[src/rtl/pcr_host_master.sv]
// pcr_host_master
// Bridges a host command channel to a PCR register file, one command at a time.
// A captured command is presented to the PCR file, read data (or a timeout
// error) is collected, and a single completion is returned to the host.
//
// Handshake semantics (all three channels): a transfer happens on a rising
// clk edge where valid and ready are both high. The sender keeps valid and its
// payload stable until that edge; ready may rise or fall freely.
//
// Ports
//   clk, reset_n                  clock, asynchronous active-low reset
//   host_req_valid/ready          host command channel
//   host_req_rw/addr/data         command payload (1 = write, 0 = read)
//   pcr_req_valid/ready           request channel to the PCR file
//   pcr_req_rw/addr/data          registered copy of the captured command
//   pcr_resp_valid/data           read data from the PCR file (WAIT only)
//   host_resp_valid/ready         completion channel to the host
//   host_resp_data/err            read data, err = read timed out
//   busy                          high whenever not IDLE
//   state_dbg                     current FSM state (0 IDLE,1 REQ,2 WAIT,3 RESP)
module pcr_host_master #(
    parameter int ADDR_W  = 5,
    parameter int DATA_W  = 64,
    parameter int TIMEOUT = 255
) (
    input  logic              clk,
    input  logic              reset_n,
    input  logic              host_req_valid,
    output logic              host_req_ready,
    input  logic              host_req_rw,
    input  logic [ADDR_W-1:0] host_req_addr,
    input  logic [DATA_W-1:0] host_req_data,
    output logic              pcr_req_valid,
    input  logic              pcr_req_ready,
    output logic              pcr_req_rw,
    output logic [ADDR_W-1:0] pcr_req_addr,
    output logic [DATA_W-1:0] pcr_req_data,
    input  logic              pcr_resp_valid,
    input  logic [DATA_W-1:0] pcr_resp_data,
    output logic              host_resp_valid,
    input  logic              host_resp_ready,
    output logic [DATA_W-1:0] host_resp_data,
    output logic              host_resp_err,
    output logic              busy,
    output logic [1:0]        state_dbg
);

    typedef enum logic [1:0] {
        ST_IDLE = 2'd0,
        ST_REQ  = 2'd1,
        ST_WAIT = 2'd2,
        ST_RESP = 2'd3
    } state_t;

    localparam logic [7:0] TIMEOUT_C = 8'(TIMEOUT);

    state_t     state;
    state_t     state_nxt;
    logic [7:0] wait_cnt;

    // State register
    always_ff @(posedge clk or negedge reset_n) begin
        if (!reset_n) begin
            state <= ST_IDLE;
        end else begin
            state <= state_nxt;
        end
    end

    // Next-state logic
    always_comb begin
        state_nxt = state;
        case (state)
            ST_IDLE: begin
                if (host_req_valid) state_nxt = ST_REQ;
            end
            ST_REQ: begin
                if (pcr_req_ready) state_nxt = pcr_req_rw ? ST_RESP : ST_WAIT;
            end
            ST_WAIT: begin
                if (pcr_resp_valid || (wait_cnt == TIMEOUT_C)) state_nxt = ST_RESP;
            end
            ST_RESP: begin
                if (host_resp_ready) state_nxt = ST_IDLE;
            end
            default: state_nxt = ST_IDLE;
        endcase
    end

    // Outputs decoded from state only, so no input reaches an output
    // combinationally.
    always_comb begin
        host_req_ready  = (state == ST_IDLE);
        pcr_req_valid   = (state == ST_REQ);
        host_resp_valid = (state == ST_RESP);
        busy            = (state != ST_IDLE);
        state_dbg       = state;
    end

    // Command capture, timeout counter and completion registers.
    always_ff @(posedge clk or negedge reset_n) begin
        if (!reset_n) begin
            pcr_req_rw     <= 1'b0;
            pcr_req_addr   <= '0;
            pcr_req_data   <= '0;
            host_resp_data <= '0;
            host_resp_err  <= 1'b0;
            wait_cnt       <= 8'd0;
        end else begin
            case (state)
                ST_IDLE: begin
                    if (host_req_valid) begin
                        pcr_req_rw   <= host_req_rw;
                        pcr_req_addr <= host_req_addr;
                        pcr_req_data <= host_req_data;
                    end
                end
                ST_REQ: begin
                    if (pcr_req_ready) begin
                        wait_cnt <= 8'd0;
                        // Writes complete immediately with an all-zero,
                        // error-free completion.
                        if (pcr_req_rw) begin
                            host_resp_data <= '0;
                            host_resp_err  <= 1'b0;
                        end
                    end
                end
                ST_WAIT: begin
                    // A response in the timeout cycle wins over the timeout.
                    if (pcr_resp_valid) begin
                        host_resp_data <= pcr_resp_data;
                        host_resp_err  <= 1'b0;
                    end else if (wait_cnt == TIMEOUT_C) begin
                        host_resp_data <= '0;
                        host_resp_err  <= 1'b1;
                    end else begin
                        wait_cnt <= wait_cnt + 8'd1;
                    end
                end
                default: begin
                end
            endcase
        end
    end

endmodule

[config.mk]
export PLATFORM = sky130hd
export DESIGN_NAME = pcr_host_master
export DESIGN_NICKNAME = d
export VERILOG_FILES = /design/src/rtl/pcr_host_master.sv
export SDC_FILE = /design/constraint.sdc
export NUM_CORES = 1
export LEC_CHECK = 0
export CAP_MARGIN = 10
export CORE_ASPECT_RATIO = 1.1
export CORE_UTILIZATION = 35
export DETAILED_ROUTE_END_ITERATION = 6
export PLACE_DENSITY_LB_ADDON = 0.25
export SKIP_LAST_GASP = 1
export SYNTH_ARGS = -nofsm -noshare
export SYNTH_HDL_FRONTEND = slang
export SYNTH_SLANG_ARGS = --single-unit
[constraint.sdc]
create_clock -name clk -period 4.25 [get_ports clk]
set_input_delay 0.85 -clock clk [delete_from_list [all_inputs] [get_ports clk]]
set_output_delay 0.85 -clock clk [all_outputs]
set_load 0.01 [all_outputs]
==> Yosys cells after proc, flatten, opt, wreduce, memory -nomap -nowiden <==
Cells that the tools add are included.
{ "totals": {"ff_bits": 145, "in_bits": 140, "output_inout_bits": 141} }
{ "op_classes": {"add_sub_neg": 1, "eq_ne": 12, "mux": 20, "reduce_logical": 8} }
{ "op_table": {"columns": ["op", "n"], "rows": [
  ["two-way mux 64 bit", 4],
  ["case mux 64 bit (2 select lines)", 1],
  ["two-way mux 8 bit", 3],
  ["case mux 8 bit (2 select lines)", 1],
  ["AND reduction 4 bit", 3],
  ["adder 8 x 1 -> 8 bit (second input constant)", 1],
  ["== test 8 bit (second input constant)", 1],
  ["two-way mux 2 bit", 4],
  ["inequality test 2 bit (second input constant)", 4],
  ["case mux 2 bit (4 select lines)", 1],
  ["inequality test 2 x 1 -> 1 bit (second input constant)", 3],
  ["two-way mux 1 bit", 5],
  ["== test 2 bit (second input constant)", 2],
  ["nonzero test 2 bit", 2],
  ["inequality test 3 bit (second input constant)", 1],
  ["== test 2 x 1 -> 1 bit (second input constant)", 1],
  ["logical NOT 2 bit", 1],
  ["case mux 1 bit (2 select lines)", 1],
  ["AND reduction 2 bit", 1],
  ["logical OR 1 bit", 1]
]} }

==> Longest topological paths before layout <==
{ "logic_depth": {"word_depth": 4, "depth_mapped": 9, "ltp_nobuf": 6} }

==> Worst setup path after synthesis <==
OpenSTA, ideal clock, no wires.
{ "synth_path": {"path_kind": "register to register", "startpoint": "reg state[1], in the netlist state_dbg[1]", "endpoint": "reg wait_cnt[4]", "setup_ns": 0.126, "arrival_ns": 1.740, "slack_ns": 2.384, "stages_incl_launch_ff": 7, "synth_period_minus_slack_ns": 1.866, "path_cell_list": "dfrtp_1 > inv_1 > ha_1 > buf_2 > mux2i_2 > nor3_1 > a221o_1"} }
{ "synth_between": {"elab_chain_len": 3, "word_cells_on_any_way": 8, "classes_between": "5 x eq/ne; 1 x mux; 2 x reduce/logical"} }
{ "synth_rtl": {"columns": ["item", "line_no", "source"], "rows": [
  ["from (decl)", "57", "state_t state;"],
  ["from (signal assigned)", "66", "state <= state_nxt;"],
  ["== test 2 x 1 -> 1 bit *", null, null],
  ["net pcr_req_valid", "33", "output logic pcr_req_valid,"],
  ["inequality test 2 x 1 -> 1 bit (no line) / nonzero test 2 bit (equally long branches)", null, null],
  ["AND reduction 4 bit (no line)", null, null],
  ["to (signal assigned)", "138", "wait_cnt <= wait_cnt + 8'd1;"],
  ["to (decl)", "59", "logic [7:0] wait_cnt;"]
]} }
Mark *: on every way through the listed nets, which the timed path passes. The rest lies on a longest branch.
A chain may end at the register's enable or synchronous reset.

==> Worst setup path in the final report <==
{ "layout_path": {"startpoint": "reg state[1], in the netlist state_dbg[1]", "endpoint": "out pcr_req_valid"} }
{ "layout_between": {"elab_chain_len": 1} }
{ "layout_rtl": {"columns": ["item", "line_no", "source"], "rows": [
  ["== test 2 x 1 -> 1 bit", "94", "pcr_req_valid = (state == ST_REQ);"],
  ["to (decl)", "33", null]
]} }
No other way between the ends.

==> metrics.yaml <==
run_status:
  status: "finished clean"
layout:
  final_nets: 870
  fill_cells: 1473
  syn2layout_area_growth_pct: 57.19
  layout-drive-gt1-share: 0.1601
  final_common_cell: "clkdlybuf4s50_1"
  stdcell_count: 971
  antenna_cells: 0
  layout_common_cells: "clkdlybuf4s50_1, dfrtp_1, mux2_2"
timing:
  post-route-period-util: 0.6758
  fmax_mhz: 348.2
  max_slew_margin: 0.4036
  setup_violations: 0
  finalHoldViolCount: 0
  rsz0062_at_grt: "no"
  fin_skew_ps: 10.73
  worst_slew_pin_slew_ps: 894.6
  finalMaxSlewViolations: 0
  tns_ps: 0
  min_period_ps: 2872
cts:
  cts_buffer_depth: 2
  cts-buffers-inserted: 17
  cts_tree: "done"
  htreeDepth: 4
  ctsHoldBuffers: 0
  cts_root_buf: "clkbuf_16"
  clkSlewWorstSetupHoldPaths_ps: 60
  post_cts_resized: 0
  clock_latency_ps: 420
  cts_sinks: 145
  postCtsSetupBuffers: 0
synthesis:
  synth-simple-area-share: 0.09251
  yosysWarnings: 0
  syn-num-nets: 602
  syn_area_per_cell_um2: 13.55
  syn-cell-area_um2: 6181
  syn_inst: 456
  synth_seq_cells: 145
  ys_seq_area_frac: 0.5870
  synth_cell_types: 44
  synth_top_family_by_area: "compound AO/OA/AOI/OAI gates"
  synth_flop_cell: "dfrtp_1"
  synth_xor_area_frac: 0
  ys_async_sr_fraction: 1.000
  synth-edff-count: 0
  synth_compound_area_frac: 0.1366
  synthMuxAreaShare: 0.1332
  post_synth_fa_ha_maj_area_fraction: 0.01215
setup_path:
  cp-start-kind: "flop"
  path_cells: "inv_1 -> ha_1 -> clkdlybuf4s50_1"
  crit_required_ps: 3400
  worst-path-max-fanout: 8
  endpoint_kind: "output port"
  path_class: "reg -> out"
  crit_slowest_cell: "clkdlybuf4s50_1"
  crit_buf_inv: 2
  arrival_ps: 2020
  critPathMaxStageDelay_ps: 650
  crit_family: "buffers and inverters"
place:
  post-dp-hpwl_um: 12410
  routabilityCongestion: 0.7620
  placed_cells: 939
  io_buffers: 280
global_route:
  grt_pass1_wl_um: 27660
  grt_pass1_vias: 4925
  antenna_found_initial: 0
  overflow: 0
  grt.total_usage: 0.1986
  grt_max_degree: 84
die:
  rows: 50
  die_y_um: 141.4
  design.die.area_um2: 18200
  initial_utilization: 0.3606
  core_area_um2: 17140
  dieWidth_um: 128.7
  ioPinCount: 281
route:
  antenna_left: 0
  avgViaCountPerCell: 5.076
  vias: 4929
  wl_um: 17990
  routedWlPerCell_um: 18.52
  drc: 0
  drt_iter0_drc: 233
  first_pass_iters: 4
power:
  powerDensity_nw_per_um2: 734.0
  max-vdd-ir-drop_mv: 0.5694
  p_leak_nw: 4.579
run:
  max_cap_viol_count: 0
min_path:
  hold_class: "reg -> reg"
==> stage by stage <==
| step | hold slack (ps) | util | power, mW | worst slack [ps] | area (um^2) |
|---|---|---|---|---|---|
| after floorplan | 484.1 | - | 3.917 | 2384 | 6181 |
| after global placement | 462.6 | 0.5322 | 5.573 | 1526 | 9123 |
| after detailed placement | 463.4 | 0.5322 | 5.676 | 1464 | 9123 |
| after CTS | 482.4 | 0.5668 | 7.213 | 1346 | 9716 |
| after global routing | 486.0 | 0.5668 | 7.520 | 1261 | 9716 |
| final | 473.4 | 0.5668 | 7.131 | 1378 | 9716 |
==> flip-flops by register name (all words and copies together), names as in the netlist <==
register / count
host_resp_data: 64
host_resp_err: 1
pcr_req_addr: 5
pcr_req_data: 64
pcr_req_rw: 1
state_dbg: 2
wait_cnt: 8
==> worst paths after layout <==
check,endpoint,from,cells past startpoint,slack (ps)
worst max-delay path,pcr_req_valid,state_dbg[1],3,1380
worst max register to register,wait_cnt[7],state_dbg[0],6,1830
min in group asynchronous,pcr_req_data[41],reset_n,1,480
worst min register to register,host_resp_data[13],host_resp_data[13],1,470
worst min-delay path,host_resp_data[13],host_resp_data[13],1,470
max in group asynchronous,host_resp_data[1],reset_n,2,2820
==> cell usage after synthesis, types with 2 or more instances <==
cell / count / area [um^2]
a21o_1: 2 / 15.01
buf_1: 8 / 30.03
nand3_1: 5 / 25.02
inv_2: 2 / 7.510
nor3_1: 2 / 10.01
a21oi_1: 3 / 15.01
nand2_1: 12 / 45.04
o211ai_1: 3 / 22.52
clkbuf_1: 14 / 52.55
a2bb2oi_1: 2 / 17.52
a21bo_1: 64 / 640.6
o21ai_1: 2 / 10.01
nor2_1: 3 / 11.26
nand4_1: 65 / 406.6
inv_1: 6 / 22.52
buf_6: 6 / 67.56
o41ai_1: 2 / 17.52
mux2_2: 70 / 788.3
buf_2: 4 / 20.02
buf_4: 5 / 37.54
ha_1: 6 / 75.07
nand2b_1: 3 / 18.77
and4_1: 2 / 17.52
dfrtp_1: 145 / 3628
==> kinds of logic (layout without fill, tap and decap cells) <==
logic type                 after synthesis  in the layout
AOI/OAI and AO/OA                       90             90
adders and majority gates                6              6
buffers and inverters                   45            326
DFF                                    145            145
muxes                                   73             73
and+or+nand+nor                         97             97
==> worst reg2reg max path: stages, from the launching register on <==
cell,delay [ps]
dfrtp_1,420
inv_1,160
ha_2,230
buf_4,630
mux2i_2,350
nor4_1,380
a2bb2oi_1,170
==> power by group <==
group          switching [mW]  total [mW]  leakage (nW)  internal (mW)
clock                   0.619        1.51         0.279          0.893
sequential              0.378        2.41          1.85           2.03
combinational            1.41        3.21          2.45           1.81
total                    2.40        7.13          4.58           4.73
==> layer usage <==
layer | vias to the layer above | global-route usage | wire length, um
li1 | 2224 | - | -
met1 | 2505 | 0.2460 | 7292
met2 | 171 | 0.3374 | 9365
met3 | 29 | 0.04449 | 898
met4 | 0 | 0.07368 | 430
met5 | - | 0 | 0
==> cell type report <==
cell class	count	area [um^2]	area share
Sequential cell	145	3628	0.3735
Timing Repair Buffer	286	2844	0.2927
Multi-Input combinational cell	266	2327	0.2395
Clock buffer	19	442.9	0.04559
Tap cell	234	292.8	0.03014
Clock inverter	13	150.1	0.01545
Inverter	8	30.03	0.003091
No activity file was read; power rests on OpenSTA's default activity.
